<file path="config.mk">
export PLATFORM = sky130hd
export DESIGN_NAME = pong_game_ctrl
export DESIGN_NICKNAME = d
export VERILOG_FILES = /design/src/rtl/pong_game_ctrl.sv
export SDC_FILE = /design/constraint.sdc
export NUM_CORES = 1
export LEC_CHECK = 0
export BUFFER_PORTS_ARGS = -buffer_cell sky130_fd_sc_hd__buf_2
export CORE_MARGIN = 2
export CORE_UTILIZATION = 50
export CTS_CLUSTER_SIZE = 40
export DETAILED_ROUTE_END_ITERATION = 10
export PLACE_DENSITY = 0.69
export SETUP_SLACK_MARGIN = 0.15
export SYNTH_ARGS = -nofsm -noshare
export SYNTH_HDL_FRONTEND = slang
export SYNTH_SLANG_ARGS = --single-unit
</file>
<file path="constraint.sdc">
create_clock -name iVGA_CLK -period 8.4 [get_ports iVGA_CLK]
set_clock_uncertainty 0.05 [all_clocks]
set_input_delay 2.1 -clock iVGA_CLK [delete_from_list [all_inputs] [get_ports iVGA_CLK]]
set_output_delay 2.1 -clock iVGA_CLK [all_outputs]
set_load 0.005 [all_outputs]
</file>
<file path="src/rtl/pong_game_ctrl.sv">
// Frame-rate Pong sequencer: on each VS falling edge it advances ball and paddles,
// resolves wall/paddle collisions, keeps score and sequences serve and game over.
module pong_game_ctrl #(
    parameter int SCREEN_W     = 640,
    parameter int SCREEN_H     = 480,
    parameter int BALL_SIZE    = 10,
    parameter int PADDLE_H     = 40,
    parameter int PADDLE_L_X   = 20,
    parameter int PADDLE_R_X   = 610,
    parameter int BALL_SPEED   = 2,
    parameter int PADDLE_SPEED = 4,
    parameter int SERVE_FRAMES = 60,
    parameter int WIN_SCORE    = 7
) (
    input  logic       iVGA_CLK,
    input  logic       iRST_n,
    input  logic       iVS,
    input  logic       iLeft_up,
    input  logic       iLeft_down,
    input  logic       iRight_up,
    input  logic       iRight_down,
    input  logic       iStart,
    output logic [9:0] ball_x,
    output logic [8:0] ball_y,
    output logic [8:0] paddle_left_y,
    output logic [8:0] paddle_right_y,
    output logic [3:0] score_left,
    output logic [3:0] score_right,
    output logic       game_over
);

    localparam int CNT_W = (SERVE_FRAMES > 1) ? $clog2(SERVE_FRAMES) : 1;

    localparam logic [9:0]  BALL_X0 = 10'((SCREEN_W - BALL_SIZE) / 2);
    localparam logic [8:0]  BALL_Y0 = 9'((SCREEN_H - BALL_SIZE) / 2);
    localparam logic [8:0]  PAD_Y0  = 9'((SCREEN_H - PADDLE_H) / 2);
    localparam logic [10:0] PAD_MAX = 11'(SCREEN_H - PADDLE_H);
    localparam logic [10:0] BY_MAX  = 11'(SCREEN_H - BALL_SIZE);
    localparam logic [10:0] BX_MAX  = 11'(SCREEN_W - BALL_SIZE);
    localparam logic [10:0] L_FACE  = 11'(PADDLE_L_X + 10);
    localparam logic [10:0] R_FACE  = 11'(PADDLE_R_X);
    localparam logic [10:0] BSZ     = 11'(BALL_SIZE);
    localparam logic [10:0] PH      = 11'(PADDLE_H);
    localparam logic [10:0] BSP     = 11'(BALL_SPEED);
    localparam logic [10:0] PSP     = 11'(PADDLE_SPEED);

    typedef enum logic [1:0] {S_SERVE, S_PLAY, S_POINT, S_OVER} state_t;

    state_t           state;
    logic             vs_d;
    logic             dx_right;
    logic             dy_down;
    logic             scorer_right;
    logic [CNT_W-1:0] serve_cnt;

    logic        tick;
    logic [10:0] bx, by, pl, pr;
    logic [8:0]  pl_next, pr_next, by_next;
    logic [9:0]  bx_next;
    logic        dx_next, dy_next;
    logic        ovl_l, ovl_r;
    logic        point_l, point_r;
    logic [3:0]  pt_score;
    logic        pt_win;

    function automatic logic [8:0] paddle_step(input logic [8:0] y, input logic up, input logic down);
        logic [10:0] w;
        w = {2'b00, y};
        paddle_step = y;
        if (up && !down)
            paddle_step = (w < PSP) ? '0 : y - PSP[8:0];
        else if (down && !up)
            paddle_step = (w + PSP > PAD_MAX) ? PAD_MAX[8:0] : y + PSP[8:0];
    endfunction

    // Collision tests run at 11 bits so edge + size + speed cannot wrap.
    always_comb begin
        tick    = vs_d & ~iVS;
        bx      = {1'b0, ball_x};
        by      = {2'b00, ball_y};
        pl      = {2'b00, paddle_left_y};
        pr      = {2'b00, paddle_right_y};
        pl_next = paddle_step(paddle_left_y, iLeft_up, iLeft_down);
        pr_next = paddle_step(paddle_right_y, iRight_up, iRight_down);
        ovl_l   = (by + BSZ > pl) && (by < pl + PH);
        ovl_r   = (by + BSZ > pr) && (by < pr + PH);

        by_next = ball_y;
        dy_next = dy_down;
        if (!dy_down) begin
            if (by < BSP) begin
                by_next = '0;
                dy_next = 1'b1;
            end else begin
                by_next = ball_y - BSP[8:0];
            end
        end else if (by + BSP > BY_MAX) begin
            by_next = BY_MAX[8:0];
            dy_next = 1'b0;
        end else begin
            by_next = ball_y + BSP[8:0];
        end

        bx_next = ball_x;
        dx_next = dx_right;
        point_l = 1'b0;
        point_r = 1'b0;
        if (!dx_right) begin
            if (bx >= L_FACE && bx - BSP < L_FACE && ovl_l) begin
                bx_next = L_FACE[9:0];
                dx_next = 1'b1;
            end else if (bx < BSP) begin
                point_r = 1'b1;
            end else begin
                bx_next = ball_x - BSP[9:0];
            end
        end else begin
            if (bx + BSZ <= R_FACE && bx + BSZ + BSP > R_FACE && ovl_r) begin
                bx_next = 10'(R_FACE - BSZ);
                dx_next = 1'b0;
            end else if (bx + BSP > BX_MAX) begin
                point_l = 1'b1;
            end else begin
                bx_next = ball_x + BSP[9:0];
            end
        end

        pt_score = (scorer_right ? score_right : score_left) + 4'd1;
        pt_win   = (pt_score == 4'(WIN_SCORE));
    end

    always_ff @(posedge iVGA_CLK) begin
        if (!iRST_n) begin
            state          <= S_SERVE;
            serve_cnt      <= '0;
            vs_d           <= 1'b1;
            dx_right       <= 1'b1;
            dy_down        <= 1'b1;
            scorer_right   <= 1'b0;
            ball_x         <= BALL_X0;
            ball_y         <= BALL_Y0;
            paddle_left_y  <= PAD_Y0;
            paddle_right_y <= PAD_Y0;
            score_left     <= '0;
            score_right    <= '0;
            game_over      <= 1'b0;
        end else begin
            vs_d <= iVS;
            case (state)
                S_SERVE: begin
                    if (tick) begin
                        paddle_left_y  <= pl_next;
                        paddle_right_y <= pr_next;
                        if (serve_cnt == CNT_W'(SERVE_FRAMES - 1)) begin
                            serve_cnt <= '0;
                            state     <= S_PLAY;
                        end else begin
                            serve_cnt <= serve_cnt + 1'b1;
                        end
                    end
                end
                S_PLAY: begin
                    if (tick) begin
                        paddle_left_y  <= pl_next;
                        paddle_right_y <= pr_next;
                        ball_y         <= by_next;
                        dy_down        <= dy_next;
                        // A miss leaves x where it was; POINT decides where the ball goes.
                        if (point_l || point_r) begin
                            scorer_right <= point_r;
                            state        <= S_POINT;
                        end else begin
                            ball_x   <= bx_next;
                            dx_right <= dx_next;
                        end
                    end
                end
                S_POINT: begin
                    if (scorer_right)
                        score_right <= pt_score;
                    else
                        score_left <= pt_score;
                    if (pt_win) begin
                        game_over <= 1'b1;
                        state     <= S_OVER;
                    end else begin
                        ball_x    <= BALL_X0;
                        ball_y    <= BALL_Y0;
                        dx_right  <= ~scorer_right;
                        serve_cnt <= '0;
                        state     <= S_SERVE;
                    end
                end
                S_OVER: begin
                    if (iStart) begin
                        score_left  <= '0;
                        score_right <= '0;
                        ball_x      <= BALL_X0;
                        ball_y      <= BALL_Y0;
                        serve_cnt   <= '0;
                        game_over   <= 1'b0;
                        state       <= S_SERVE;
                    end
                end
                default: state <= S_SERVE;
            endcase
        end
    end

endmodule

</file>
==> flow_metrics.env, run 1 <==
export IMPL_warnings_synthesis=0
export IMPL_yosys_mux_area_fraction_pct=2.23
export IMPL_cts_root_to_sink_buffers=2
export IMPL_timing_critical_path_from_type="input port"
export IMPL_cp_arrival_ns=4.57
export IMPL_drcViolationCount=0
export IMPL_worst_r2r_endpoint="dx_right"
export IMPL_row_count=38
export IMPL_max_clock_freq_mhz=224
export IMPL_async_flop_share_pct=0
export IMPL_placed_cells=923
export IMPL_timing_max_cap_violations=0
export IMPL_synth_simple_gate_area_share_pct=25.1
export IMPL_critical_path_peak_fanout=13
export IMPL_numPortBuffers=49
export IMPL_drv_slew=0
export IMPL_fraction_of_power_consumed_by_the_clock_network_pct=22.1
export IMPL_vias_in_the_first_global_route=5604
export IMPL_worstSetupPathType="in2reg"
export IMPL_internal_power_mw=0.634
export IMPL_ir_worst_vdd_mv=0.101
export IMPL_multi_input_gate_area_mm2=0.00422
export IMPL_grt_start_max_net_pins=31
export IMPL_timing_rr_start="ball_x[2]"
export IMPL_num_vias=6102
export IMPL_pwr_density_cell_mw_per_mm2=185
export IMPL_dpl_hpwl_mm=11.9
export IMPL_synth_main_ff_cell="sky130_fd_sc_hd__dfxtp_1"
export IMPL_power_leakage_nw=2.44
export IMPL_holdBufCountCts=0
export IMPL_yosysUniqueCellTypes=80
export IMPL_clock_insertion_delay_worst_skew_ns=0.30
export IMPL_avgViaCountPerCell=6.55
export IMPL_wire_length_of_the_first_global_routing_pass_mm=27.2
export IMPL_clk_pin_slew_worst_paths_ns=0.08
export IMPL_synth_compound_area_share_pct=29.6
export IMPL_final_period_utilization_pct=53.1
export IMPL_antenna_cells_inserted=0
export IMPL_clk_sinks=54
export IMPL_layout_min_cycle_time_ns=4.46
export IMPL_grt_busiest_layer="met2"
export IMPL_synth_xor_area_share_pct=5.71
export IMPL_num_io_pins=54
export IMPL_gpl_final_weighted_congestion=0.891
export IMPL_synth_fa_ha_area_share_pct=11.5
export IMPL_first_pass_iters=5
export IMPL_hold_violations=0
export IMPL_layout_core_utilization_pct=55.5
export IMPL_worst_hold_path_num_cells=2
export IMPL_start_util_pct=51.9
export IMPL_detail_routed_net_length_per_standard_cell_um=17.6
export IMPL_n_fill_cell=1104
export IMPL_netSwitchingPower_mw=0.489
export IMPL_clock_tree_htree_level_count=2
export IMPL_iteration_0_drc_markers=533
export IMPL_wire_length_after_detailed_routing_mm=16.4
export IMPL_hold_path_startpoint="serve_cnt[1]"
export IMPL_die_area_mm2=0.0122
export IMPL_synthesis_area_mm2=0.00568
export IMPL_setup_viol_count_final=0
export IMPL_syn_area_per_cell_um2=7.27
export IMPL_setup_repair_after_global_routing_missed_its_margin="no"
export IMPL_crit_path_end_kind="register"
export IMPL_cts_tree="yes"
export IMPL_ys_seq_area_share_pct=19.0
export IMPL_grt_use_met2_pct=41.8
export IMPL_number_of_synthesized_flops_with_an_enable_pin=0
export IMPL_synth_seq_cells=54
export IMPL_cts_buffers=5
export IMPL_global_route_usage_met3_pct=3.35
export IMPL_timing_max_slew_rel_slack_pct=30.0
export IMPL_timing_worst_slew_pin_value_ns=1.04
export IMPL_grt_overflow_total=0
export IMPL_post_synth_inst_count=781
export IMPL_drtAntennaViolNets=0
export IMPL_final_cell_count_without_fillers=931
export IMPL_final_seq_area_mm2=0.00108
export IMPL_result_of_the_run="finished clean"
export IMPL_ff2ff_path_depth=9
export IMPL_worst_r2r_setup_slack_ns=4.18
export IMPL_largest_family_of_logic_cells_by_synthesized_area="compound AO/OA/AOI/OAI gates"
export IMPL_clk_root_buffer_cell="sky130_fd_sc_hd__clkbuf_16"
export IMPL_die_width_um=111
export IMPL_antenna_found_initial=0
export IMPL_power_frac_comb_pct=45.1
export IMPL_grtUsageMet1_pct=36.1
export IMPL_die_height_um=111
export IMPL_hold_path_endpoint="serve_cnt[1]"
export IMPL_holdCritPathClass="reg2reg"
export IMPL_cp_required_ns=8.51
export IMPL_final_net_count=850
export IMPL_post_route_cells_drive_above_1_share_pct=9.23
export IMPL_sw_frac_of_total_pct=43.5
export IMPL_post_cts_repair_setup_buffers=0
export IMPL_core_area_mm2=0.0109
export IMPL_ctsResizeCount=0
export IMPL_flow_area_growth_from_synthesis_pct=6.90
export IMPL_seqPwrFrac_pct=32.8
export IMPL_timing_setup_tns_ns=0
export IMPL_grt_total_usage_pct=25.9
export IMPL_finalHoldWorstSlack_ns=0.443
==> cells in the final DEF (no fill, tap or decap), types with 7 or more instances in the layout <==
| cell | count |
|---|---|
| sky130_fd_sc_hd__nand4_1 | 14 |
| sky130_fd_sc_hd__a31oi_1 | 10 |
| sky130_fd_sc_hd__a21oi_1 | 56 |
| sky130_fd_sc_hd__nor2_1 | 68 |
| sky130_fd_sc_hd__o22ai_1 | 9 |
| sky130_fd_sc_hd__nand3_1 | 31 |
| sky130_fd_sc_hd__xor2_1 | 13 |
| sky130_fd_sc_hd__o32ai_1 | 8 |
| sky130_fd_sc_hd__dfxtp_1 | 54 |
| sky130_fd_sc_hd__or3_1 | 7 |
| sky130_fd_sc_hd__nor2b_1 | 9 |
| sky130_fd_sc_hd__o21ai_0 | 56 |
| sky130_fd_sc_hd__nor3_1 | 28 |
| sky130_fd_sc_hd__nand2b_1 | 16 |
| sky130_fd_sc_hd__ha_1 | 52 |
| sky130_fd_sc_hd__and2_1 | 7 |
| sky130_fd_sc_hd__inv_1 | 40 |
| sky130_fd_sc_hd__a21o_1 | 10 |
| sky130_fd_sc_hd__xnor2_1 | 24 |
| sky130_fd_sc_hd__nand2_1 | 65 |
| sky130_fd_sc_hd__o21a_1 | 10 |
| sky130_fd_sc_hd__a211oi_1 | 10 |
| sky130_fd_sc_hd__mux2i_1 | 7 |
| sky130_fd_sc_hd__and3_1 | 13 |
| sky130_fd_sc_hd__buf_2 | 49 |
==> per-layer routing <==
metal	part of all wire, %	wire length, µm	vias to the layer above
met5	0	0	-
met4	1.5	244	0
met3	7.4	1220	23
met2	46	7620	288
met1	45	7330	2880
li1	-	-	2911
==> critical path, cell delays in order <==
cell and delay [ns]:
sky130_fd_sc_hd__buf_2 0.10, sky130_fd_sc_hd__nand2b_1 0.31, sky130_fd_sc_hd__nor2_1 0.44, sky130_fd_sc_hd__a21oi_1 0.11
sky130_fd_sc_hd__a41o_1 0.37, sky130_fd_sc_hd__nor2_1 0.22, sky130_fd_sc_hd__nand2_1 0.28, sky130_fd_sc_hd__a2111oi_0 0.54
sky130_fd_sc_hd__a32oi_1 0.10
==> registers in the layout (all words and copies together) (netlist names) <==
signal / cells
vs_d: 1
dy_down: 1
ball_x: 10
state: 2
scorer_right: 1
score_left: 4
paddle_left_y: 7
paddle_right_y: 7
serve_cnt: 6
game_over: 1
score_right: 4
dx_right: 1
ball_y: 9
==> logic make-up after synthesis <==
kind of cell,after synthesis
AND/OR/NAND/NOR,284
AO/OA/AOI/OAI,247
buffers and inverters,94
flip-flops,54
adder cells (fa/ha/maj),52
XOR/XNOR,37
multiplexers,12
other,1
==> Yosys cell counts, drive strengths merged (4+ instances only) <==
library cell,n,area share [%]
a22oi,6,0.79
dfxtp,54,19
a221o,4,0.71
xnor2,24,3.7
o221ai,4,0.62
clkbuf,39,2.6
xor2,13,2.0
o21a,10,1.3
nand2b,16,1.8
o2111ai,5,0.77
o22ai,9,0.99
o21ai,60,5.3
ha,52,11
a21o,10,1.3
mux2,5,0.99
a21oi,56,4.9
nand2,65,4.3
buf,13,1.5
a31oi,10,1.1
o32ai,8,1.2
inv,41,2.7
a221oi,4,0.73
nor2,68,4.5
and3,13,1.4
and4,6,0.93
o211ai,4,0.53
and2,7,0.77
nor3,28,2.5
a21boi,6,0.79
a211oi,11,1.5
o31ai,5,0.66
mux2i,7,1.2
or3,7,0.77
nor2b,9,0.99
nand4,14,1.5
nand3,31,2.7
==> power groups by stage <==
stage	Sequential (mW)	Clock, mW	Combinational [mW]
2_1_floorplan	0.317	0	0.421
3_3_place_gp	0.368	0	0.482
3_5_place_dp	0.371	0	0.497
4_1_cts	0.364	0.252	0.501
5_1_grt	0.374	0.263	0.565
6_report	0.368	0.248	0.506
==> metrics by stage <==
stage          setup WS [ns]  cell area, µm²  power [mW]
6_report                3.94            6070        1.12
5_1_grt                 3.62            6070        1.20
4_1_cts                 3.96            6070        1.12
3_5_place_dp            3.66            5890       0.868
3_3_place_gp            3.85            5890       0.850
2_1_floorplan           4.58            5690       0.738
==> final cells by class <==
cell class,instances,share of cell area (%)
Timing Repair Buffer,51,4.29
Sequential cell,54,17.8
Clock buffer,5,2.06
Tap cell,140,2.89
Clock inverter,3,0.804
Multi-Input combinational cell,636,69.5
Inverter,42,2.60
==> worst max-delay path by stage <==
stage	cells after the start	end	startpoint	slack [ns]
after global placement	9	ball_x[1]	iVS	3.85
final	9	ball_x[1]	iVS	3.94
after CTS	9	ball_x[1]	iVS	3.96
after floorplan	8	ball_x[4]	iVS	4.58
after detailed placement	9	ball_x[1]	iVS	3.66
after global routing	9	ball_x[1]	iVS	3.62
Power figures use the tool's default switching activity.
==> inputs of run 2 (changes only) <==
--- a/config.mk
+++ b/config.mk
@@ -5,12 +5,13 @@
 export SDC_FILE = /design/constraint.sdc
 export NUM_CORES = 1
 export LEC_CHECK = 0
+export ABC_AREA = 1
 export BUFFER_PORTS_ARGS = -buffer_cell sky130_fd_sc_hd__buf_2
 export CORE_MARGIN = 2
 export CORE_UTILIZATION = 50
 export CTS_CLUSTER_SIZE = 40
 export DETAILED_ROUTE_END_ITERATION = 10
-export PLACE_DENSITY = 0.69
+export PLACE_DENSITY = 0.72
 export SETUP_SLACK_MARGIN = 0.15
 export SYNTH_ARGS = -nofsm -noshare
 export SYNTH_HDL_FRONTEND = slang
==> constraint.sdc (replaced) <==
create_clock -name iVGA_CLK -period 3.9 [get_ports iVGA_CLK]
set_clock_uncertainty 0.05 [all_clocks]
set_input_delay 0.975 -clock iVGA_CLK [delete_from_list [all_inputs] [get_ports iVGA_CLK]]
set_output_delay 0.975 -clock iVGA_CLK [all_outputs]
set_load 0.005 [all_outputs]
==> flow_metrics.env, run 2 <==
export IMPL_place_worst_setup_slack_ns=0.863
export IMPL_dpl_hpwl_mm=11.5
export IMPL_largest_register="ball_x"
export IMPL_synth_largest_area_cell="sky130_fd_sc_hd__dfxtp_1"
export IMPL_grt_use_met2_pct=44.1
export IMPL_setup_repair_after_global_routing_missed_its_margin="no"
export IMPL_drv_slew=0
export IMPL_yosysUniqueCellTypes=50
export IMPL_numPortBuffers=49
export IMPL_clk_sinks=54
export IMPL_worstSetupPathType="reg2reg"
export IMPL_holdBufCountCts=0
export IMPL_result_of_the_run="finished clean"
export IMPL_core_area_mm2=0.0103
export IMPL_clk_pin_slew_worst_paths_ns=0.11
export IMPL_number_of_synthesized_flops_with_an_enable_pin=0
export IMPL_report_power_total_mw=1.38
export IMPL_gpl_final_weighted_congestion=0.986
export IMPL_global_route_usage_met3_pct=3.75
export IMPL_cp_required_ns=4.06
export IMPL_num_io_pins=54
export IMPL_synth_area_leaders="sky130_fd_sc_hd__dfxtp_1 (20%), sky130_fd_sc_hd__nand2_1 (13%), sky130_fd_sc_hd__ha_1 (12%)"
export IMPL_timing_max_slew_rel_slack_pct=38.0
export IMPL_cts_root_to_sink_buffers=2
export IMPL_timing_setup_tns_ns=0
export IMPL_critical_path_peak_fanout=8
export IMPL_ctsResizeCount=0
export IMPL_post_cts_repair_setup_buffers=0
export IMPL_timing_critical_path_from_type="register"
export IMPL_grt_overflow_total=0
export IMPL_synth_main_ff_cell="sky130_fd_sc_hd__dfxtp_1"
export IMPL_avgViaCountPerCell=5.58
export IMPL_netSwitchingPower_mw=0.462
export IMPL_post_route_cells_drive_above_1_share_pct=12.2
export IMPL_final_seq_area_mm2=0.00108
export IMPL_holdCritPathClass="reg2reg"
export IMPL_cts_tree="yes"
export IMPL_flow_area_growth_from_synthesis_pct=7.90
export IMPL_detail_routed_net_length_per_standard_cell_um=15.2
export IMPL_timing_max_cap_violations=0
export IMPL_largest_register_ff_count=10
export IMPL_clock_insertion_delay_worst_skew_ns=0.32
export IMPL_synth_commonest_cells="sky130_fd_sc_hd__nand2_1 (182), sky130_fd_sc_hd__inv_1 (87), sky130_fd_sc_hd__nand3_1 (63), sky130_fd_sc_hd__a21oi_1 (57), sky130_fd_sc_hd__nor2_1 (57)"
export IMPL_warnings_synthesis=0
export IMPL_multi_input_gate_area_mm2=0.00372
export IMPL_max_clock_freq_mhz=315
export IMPL_synthesis_area_mm2=0.00534
export IMPL_vias_in_the_first_global_route=5174
export IMPL_ir_worst_vdd_mv=0.168
export IMPL_sw_frac_of_total_pct=33.5
export IMPL_layout_setup_ws_ns=0.727
export IMPL_wire_length_of_the_first_global_routing_pass_mm=24.5
export IMPL_timing_worst_slew_pin_value_ns=0.930
export IMPL_die_width_um=107
export IMPL_power_frac_comb_pct=26.2
export IMPL_yosys_cell_count_top_type="sky130_fd_sc_hd__nand2_1"
export IMPL_post_synth_inst_count=818
export IMPL_iteration_0_drc_markers=564
export IMPL_die_height_um=107
export IMPL_n_fill_cell=995
export IMPL_drcViolationCount=0
export IMPL_final_net_count=914
export IMPL_mostFrequentLayoutCell="sky130_fd_sc_hd__nand2_1"
export IMPL_clk_root_buffer_cell="sky130_fd_sc_hd__clkbuf_8"
export IMPL_grt_busiest_layer="met2"
export IMPL_async_flop_share_pct=0
export IMPL_row_count=37
export IMPL_start_util_pct=51.7
export IMPL_layout_min_cycle_time_ns=3.17
export IMPL_crit_path_end_kind="register"
export IMPL_drtAntennaViolNets=0
export IMPL_pwr_density_cell_mw_per_mm2=239
export IMPL_num_vias=5532
export IMPL_cts_buffers=5
export IMPL_grt_total_usage_pct=26.2
export IMPL_power_leakage_nw=2.73
export IMPL_fraction_of_power_consumed_by_the_clock_network_pct=30.1
export IMPL_setup_viol_count_final=0
export IMPL_seqPwrFrac_pct=43.7
export IMPL_top_registers="ball_x (10), ball_y (9)"
export IMPL_grt_start_max_net_pins=26
export IMPL_layout_common_cells="sky130_fd_sc_hd__nand2_1 (182), sky130_fd_sc_hd__inv_1 (87), sky130_fd_sc_hd__nand3_1 (63)"
export IMPL_wire_length_after_detailed_routing_mm=15.0
export IMPL_synth_seq_cells=54
export IMPL_hold_violations=0
export IMPL_clock_tree_htree_level_count=2
export IMPL_antenna_cells_inserted=0
export IMPL_internal_power_mw=0.917
export IMPL_antenna_found_initial=0
export IMPL_synth_top_area_share_pct=20.3
export IMPL_die_area_mm2=0.0115
export IMPL_ys_seq_area_share_pct=20.3
export IMPL_final_period_utilization_pct=81.4
export IMPL_syn_area_per_cell_um2=6.53
export IMPL_cp_arrival_ns=3.33
export IMPL_first_pass_iters=5
export IMPL_grtUsageMet1_pct=34.9
## run 2: per-layer routing
metal  vias to the layer above  wire length (µm)
met2                       220              6930
met1                      2516              6820
li1                       2770                 -
met3                        26              1000
met5                         -                 0
met4                         0               262
## run 2: cell families (layout without fill, tap and decap cells)
kind of cell | after synthesis | in the layout | share of synthesized area [%]
AOI/OAI and AO/OA | 151 | 151 | 16.1
xor gates and xnor gates | 50 | 50 | 8.35
adders and majority gates | 52 | 52 | 12.2
buffers and inverters | 127 | 161 | 10.3
DFF | 54 | 54 | 20.3
other | 1 | 4 | 0.0703
and+or+nand+nor | 383 | 383 | 32.7
## run 2: power by group through the flow
stage                     Combinational, mW  Sequential (mW)  Clock (mW)
final                                 0.362            0.602       0.415
after global routing                  0.410            0.605       0.445
after CTS                             0.357            0.602       0.430
after detailed placement              0.355            0.614           0
after global placement                0.343            0.613           0
after floorplan                       0.274            0.598           0
## run 2: area by class of cell
type | count | share of cell area, %
multi-input combinational | 640 | 64.6
sequential | 54 | 18.8
inverter | 97 | 6.41
timing repair buffer | 56 | 5.17
tap | 136 | 2.95
clock buffer | 6 | 1.43
clock inverter | 2 | 0.673
## run 2: final timing paths
check	from	depth (start not counted)	endpoint	slack, ns
worst min-delay path	game_over	2	game_over	0.43
worst min register to register	game_over	2	game_over	0.43
worst max-delay path	ball_y[2]	19	ball_x[3]	0.73
worst max register to register	ball_y[2]	19	ball_x[3]	0.73
## run 2: worst max-delay path, stage by stage, from the launching register on
cell and delay (ns):
sky130_fd_sc_hd__dfxtp_1 0.54, sky130_fd_sc_hd__ha_1 0.31, sky130_fd_sc_hd__inv_1 0.07, sky130_fd_sc_hd__nand2_2 0.07, sky130_fd_sc_hd__nand2_1 0.12, sky130_fd_sc_hd__nor2_1 0.16
sky130_fd_sc_hd__xor2_1 0.28, sky130_fd_sc_hd__ha_1 0.31, sky130_fd_sc_hd__a21oi_1 0.14, sky130_fd_sc_hd__o211ai_1 0.11, sky130_fd_sc_hd__a21oi_1 0.16, sky130_fd_sc_hd__nand2_1 0.07
sky130_fd_sc_hd__nand2_1 0.08, sky130_fd_sc_hd__nor2_2 0.06, sky130_fd_sc_hd__nand3_2 0.14, sky130_fd_sc_hd__nand2_2 0.08, sky130_fd_sc_hd__nor2_1 0.10, sky130_fd_sc_hd__o21ai_1 0.06
sky130_fd_sc_hd__nand2_1 0.08, sky130_fd_sc_hd__nand2_1 0.05
## run 2: through the flow
stage	utilization, %	cells	area (µm²)	hold slack, ns
6_report	55.8	991	5760	0.429
5_1_grt	55.8	991	5760	0.447
4_1_cts	55.8	991	5760	0.434
3_5_place_dp	54.6	983	5640	0.411
3_3_place_gp	54.6	983	5640	0.413
2_1_floorplan	-	821	5350	0.408
==> inputs of run 3 (changes only) <==
==> constraint.sdc (replaced) <==
create_clock -name iVGA_CLK -period 2.7 [get_ports iVGA_CLK]
set_clock_uncertainty 0.05 [all_clocks]
set_input_delay 0.675 -clock iVGA_CLK [delete_from_list [all_inputs] [get_ports iVGA_CLK]]
set_output_delay 0.675 -clock iVGA_CLK [all_outputs]
set_load 0.005 [all_outputs]
==> flow_metrics.env, run 3 (same netlist as run 2, synthesis figures left out) <==
export IMPL_antenna_found_initial=0
export IMPL_finalHoldWorstSlack_ns=0.436
export IMPL_final_seq_area_mm2=0.00109
export IMPL_gpl_final_weighted_congestion=0.938
export IMPL_clk_pin_slew_worst_paths_ns=0.11
export IMPL_avgViaCountPerCell=5.55
export IMPL_clock_tree_htree_level_count=2
export IMPL_cp_arrival_ns=2.81
export IMPL_num_vias=5707
export IMPL_holdCritPathClass="reg2reg"
export IMPL_layout_core_utilization_pct=60.0
export IMPL_crit_path_end_kind="register"
export IMPL_setup_viol_count_final=0
export IMPL_cts_root_to_sink_buffers=2
export IMPL_cp_required_ns=2.92
export IMPL_numPortBuffers=49
export IMPL_crit_path_start="ball_y[2]"
export IMPL_clk_root_buffer_cell="sky130_fd_sc_hd__clkbuf_8"
export IMPL_place_worst_setup_slack_ns=-0.00908
export IMPL_dpl_hpwl_mm=11.4
export IMPL_worstSetupPathType="reg2reg"
export IMPL_die_height_um=107
export IMPL_timing_rr_start="ball_y[2]"
export IMPL_start_util_pct=51.7
export IMPL_timing_critical_path_from_type="register"
export IMPL_critical_path_endpoint="dx_right"
export IMPL_max_clock_freq_mhz=385
export IMPL_ff2ff_path_depth=20
export IMPL_grt_total_usage_pct=26.0
export IMPL_drcViolationCount=0
export IMPL_result_of_the_run="finished clean"
export IMPL_hold_violations=0
export IMPL_drtAntennaViolNets=0
export IMPL_largest_register_ff_count=10
export IMPL_clock_insertion_delay_worst_skew_ns=0.32
export IMPL_antenna_cells_inserted=0
export IMPL_top_registers="ball_x (10), ball_y (9)"
export IMPL_ir_worst_vdd_mv=0.269
export IMPL_grt_start_max_net_pins=26
export IMPL_layout_setup_ws_ns=0.103
export IMPL_detail_routed_net_length_per_standard_cell_um=14.4
export IMPL_wire_length_of_the_first_global_routing_pass_mm=24.8
export IMPL_report_power_total_mw=1.96
export IMPL_clk_sinks=54
export IMPL_multi_input_gate_area_mm2=0.00388
export IMPL_pwr_density_cell_mw_per_mm2=317
export IMPL_die_width_um=107
export IMPL_layout_common_cells="sky130_fd_sc_hd__nand2_1 (177), sky130_fd_sc_hd__inv_1 (84), sky130_fd_sc_hd__nand3_1 (62)"
export IMPL_core_area_mm2=0.0103
export IMPL_final_net_count=952
export IMPL_setup_repair_after_global_routing_missed_its_margin="yes"
export IMPL_grt_overflow_total=0
export IMPL_flow_area_growth_from_synthesis_pct=16.1
export IMPL_final_period_utilization_pct=96.2
export IMPL_worst_r2r_endpoint="dx_right"
export IMPL_layout_min_cycle_time_ns=2.60
export IMPL_cts_buffers=5
export IMPL_timing_max_cap_violations=0
export IMPL_final_cell_count_without_fillers=1029
export IMPL_iteration_0_drc_markers=481
export IMPL_critical_path_peak_fanout=5
export IMPL_row_count=37
export IMPL_wire_length_after_detailed_routing_mm=14.9
export IMPL_vias_in_the_first_global_route=5319
export IMPL_placed_cells=1018
export IMPL_n_fill_cell=972
export IMPL_first_pass_iters=5
export IMPL_largest_register="ball_x"
export IMPL_drv_slew=0
export IMPL_power_leakage_nw=2.91
export IMPL_num_io_pins=54
export IMPL_worst_r2r_setup_slack_ns=0.10
export IMPL_cts_tree="yes"
export IMPL_die_area_mm2=0.0115
export IMPL_post_route_cells_drive_above_1_share_pct=19.7
export IMPL_mostFrequentLayoutCell="sky130_fd_sc_hd__nand2_1"
run 3: changes by cell type in the layout (fill, tap and decap cells not counted), sizes merged:
cell and delta:
buf +38, bufinv -1, clkinv +1
run 3: area by class of cell:
type | instances | share of cell area [%]
Inverter | 97 | 6.00
Tap cell | 136 | 2.75
Clock buffer | 6 | 1.33
Timing Repair Buffer | 94 | 9.41
Sequential cell | 54 | 17.7
Multi-Input combinational cell | 640 | 62.6
Clock inverter | 2 | 0.283
run 3: through the flow:
step | TNS (ns) | area (µm²)
finish | 0 | 6200
global route | -0.157 | 6200
CTS | 0 | 6020
detailed placement | -0.0105 | 5900
global placement | 0 | 5900
floorplan | 0 | 5350
run 3: how the worst min path moves through the flow:
stage	startpoint	to	slack, ns	cells after the start
global route	game_over	game_over	0.45	2
finish	game_over	game_over	0.44	2
CTS	game_over	game_over	0.43	2
floorplan	score_left[0]	score_left[0]	0.41	1
detailed placement	game_over	game_over	0.41	2
global placement	game_over	game_over	0.40	2
run 3: metal layers:
metal | global-route usage, % | share of wire (%) | vias to the layer above
li1 | - | - | 2851
met1 | 34.1 | 45 | 2639
met2 | 44.0 | 48 | 190
met3 | 3.57 | 5.5 | 27
met4 | 8.44 | 1.5 | 0
met5 | 0 | 0 | -
run 3: timing repair:
item,in CTS,in global routing
gates resized for setup,8,41
hold buffers,0,0
endpoints found under the hold margin,0,0
pin swaps,5,19
setup buffers,1,2
setup endpoints to repair,11,16
run 3: worst max-delay path, cell delays in order, from the launching register on:
cell	delay (ns)
sky130_fd_sc_hd__dfxtp_4	0.40
sky130_fd_sc_hd__inv_4	0.05
sky130_fd_sc_hd__o21ai_2	0.13
sky130_fd_sc_hd__buf_4	0.17
sky130_fd_sc_hd__nand3_4	0.07
sky130_fd_sc_hd__xor2_2	0.17
sky130_fd_sc_hd__ha_1	0.32
sky130_fd_sc_hd__nand2_1	0.09
sky130_fd_sc_hd__inv_2	0.08
sky130_fd_sc_hd__o21ai_2	0.05
sky130_fd_sc_hd__nand2_1	0.05
sky130_fd_sc_hd__nand3_1	0.07
sky130_fd_sc_hd__nand2_1	0.08
sky130_fd_sc_hd__nand2_1	0.07
sky130_fd_sc_hd__a21oi_2	0.18
sky130_fd_sc_hd__nand2_2	0.13
sky130_fd_sc_hd__nand2_2	0.10
sky130_fd_sc_hd__nand3_1	0.08
sky130_fd_sc_hd__nand2_1	0.07
sky130_fd_sc_hd__nand3_1	0.06
sky130_fd_sc_hd__nand2_1	0.06
run 3: power breakdown:
| group | internal (mW) | switching [mW] |
|---|---|---|
| sequential | 0.820 | 0.0353 |
| combinational | 0.244 | 0.357 |
| clock | 0.212 | 0.295 |
| total | 1.28 | 0.687 |
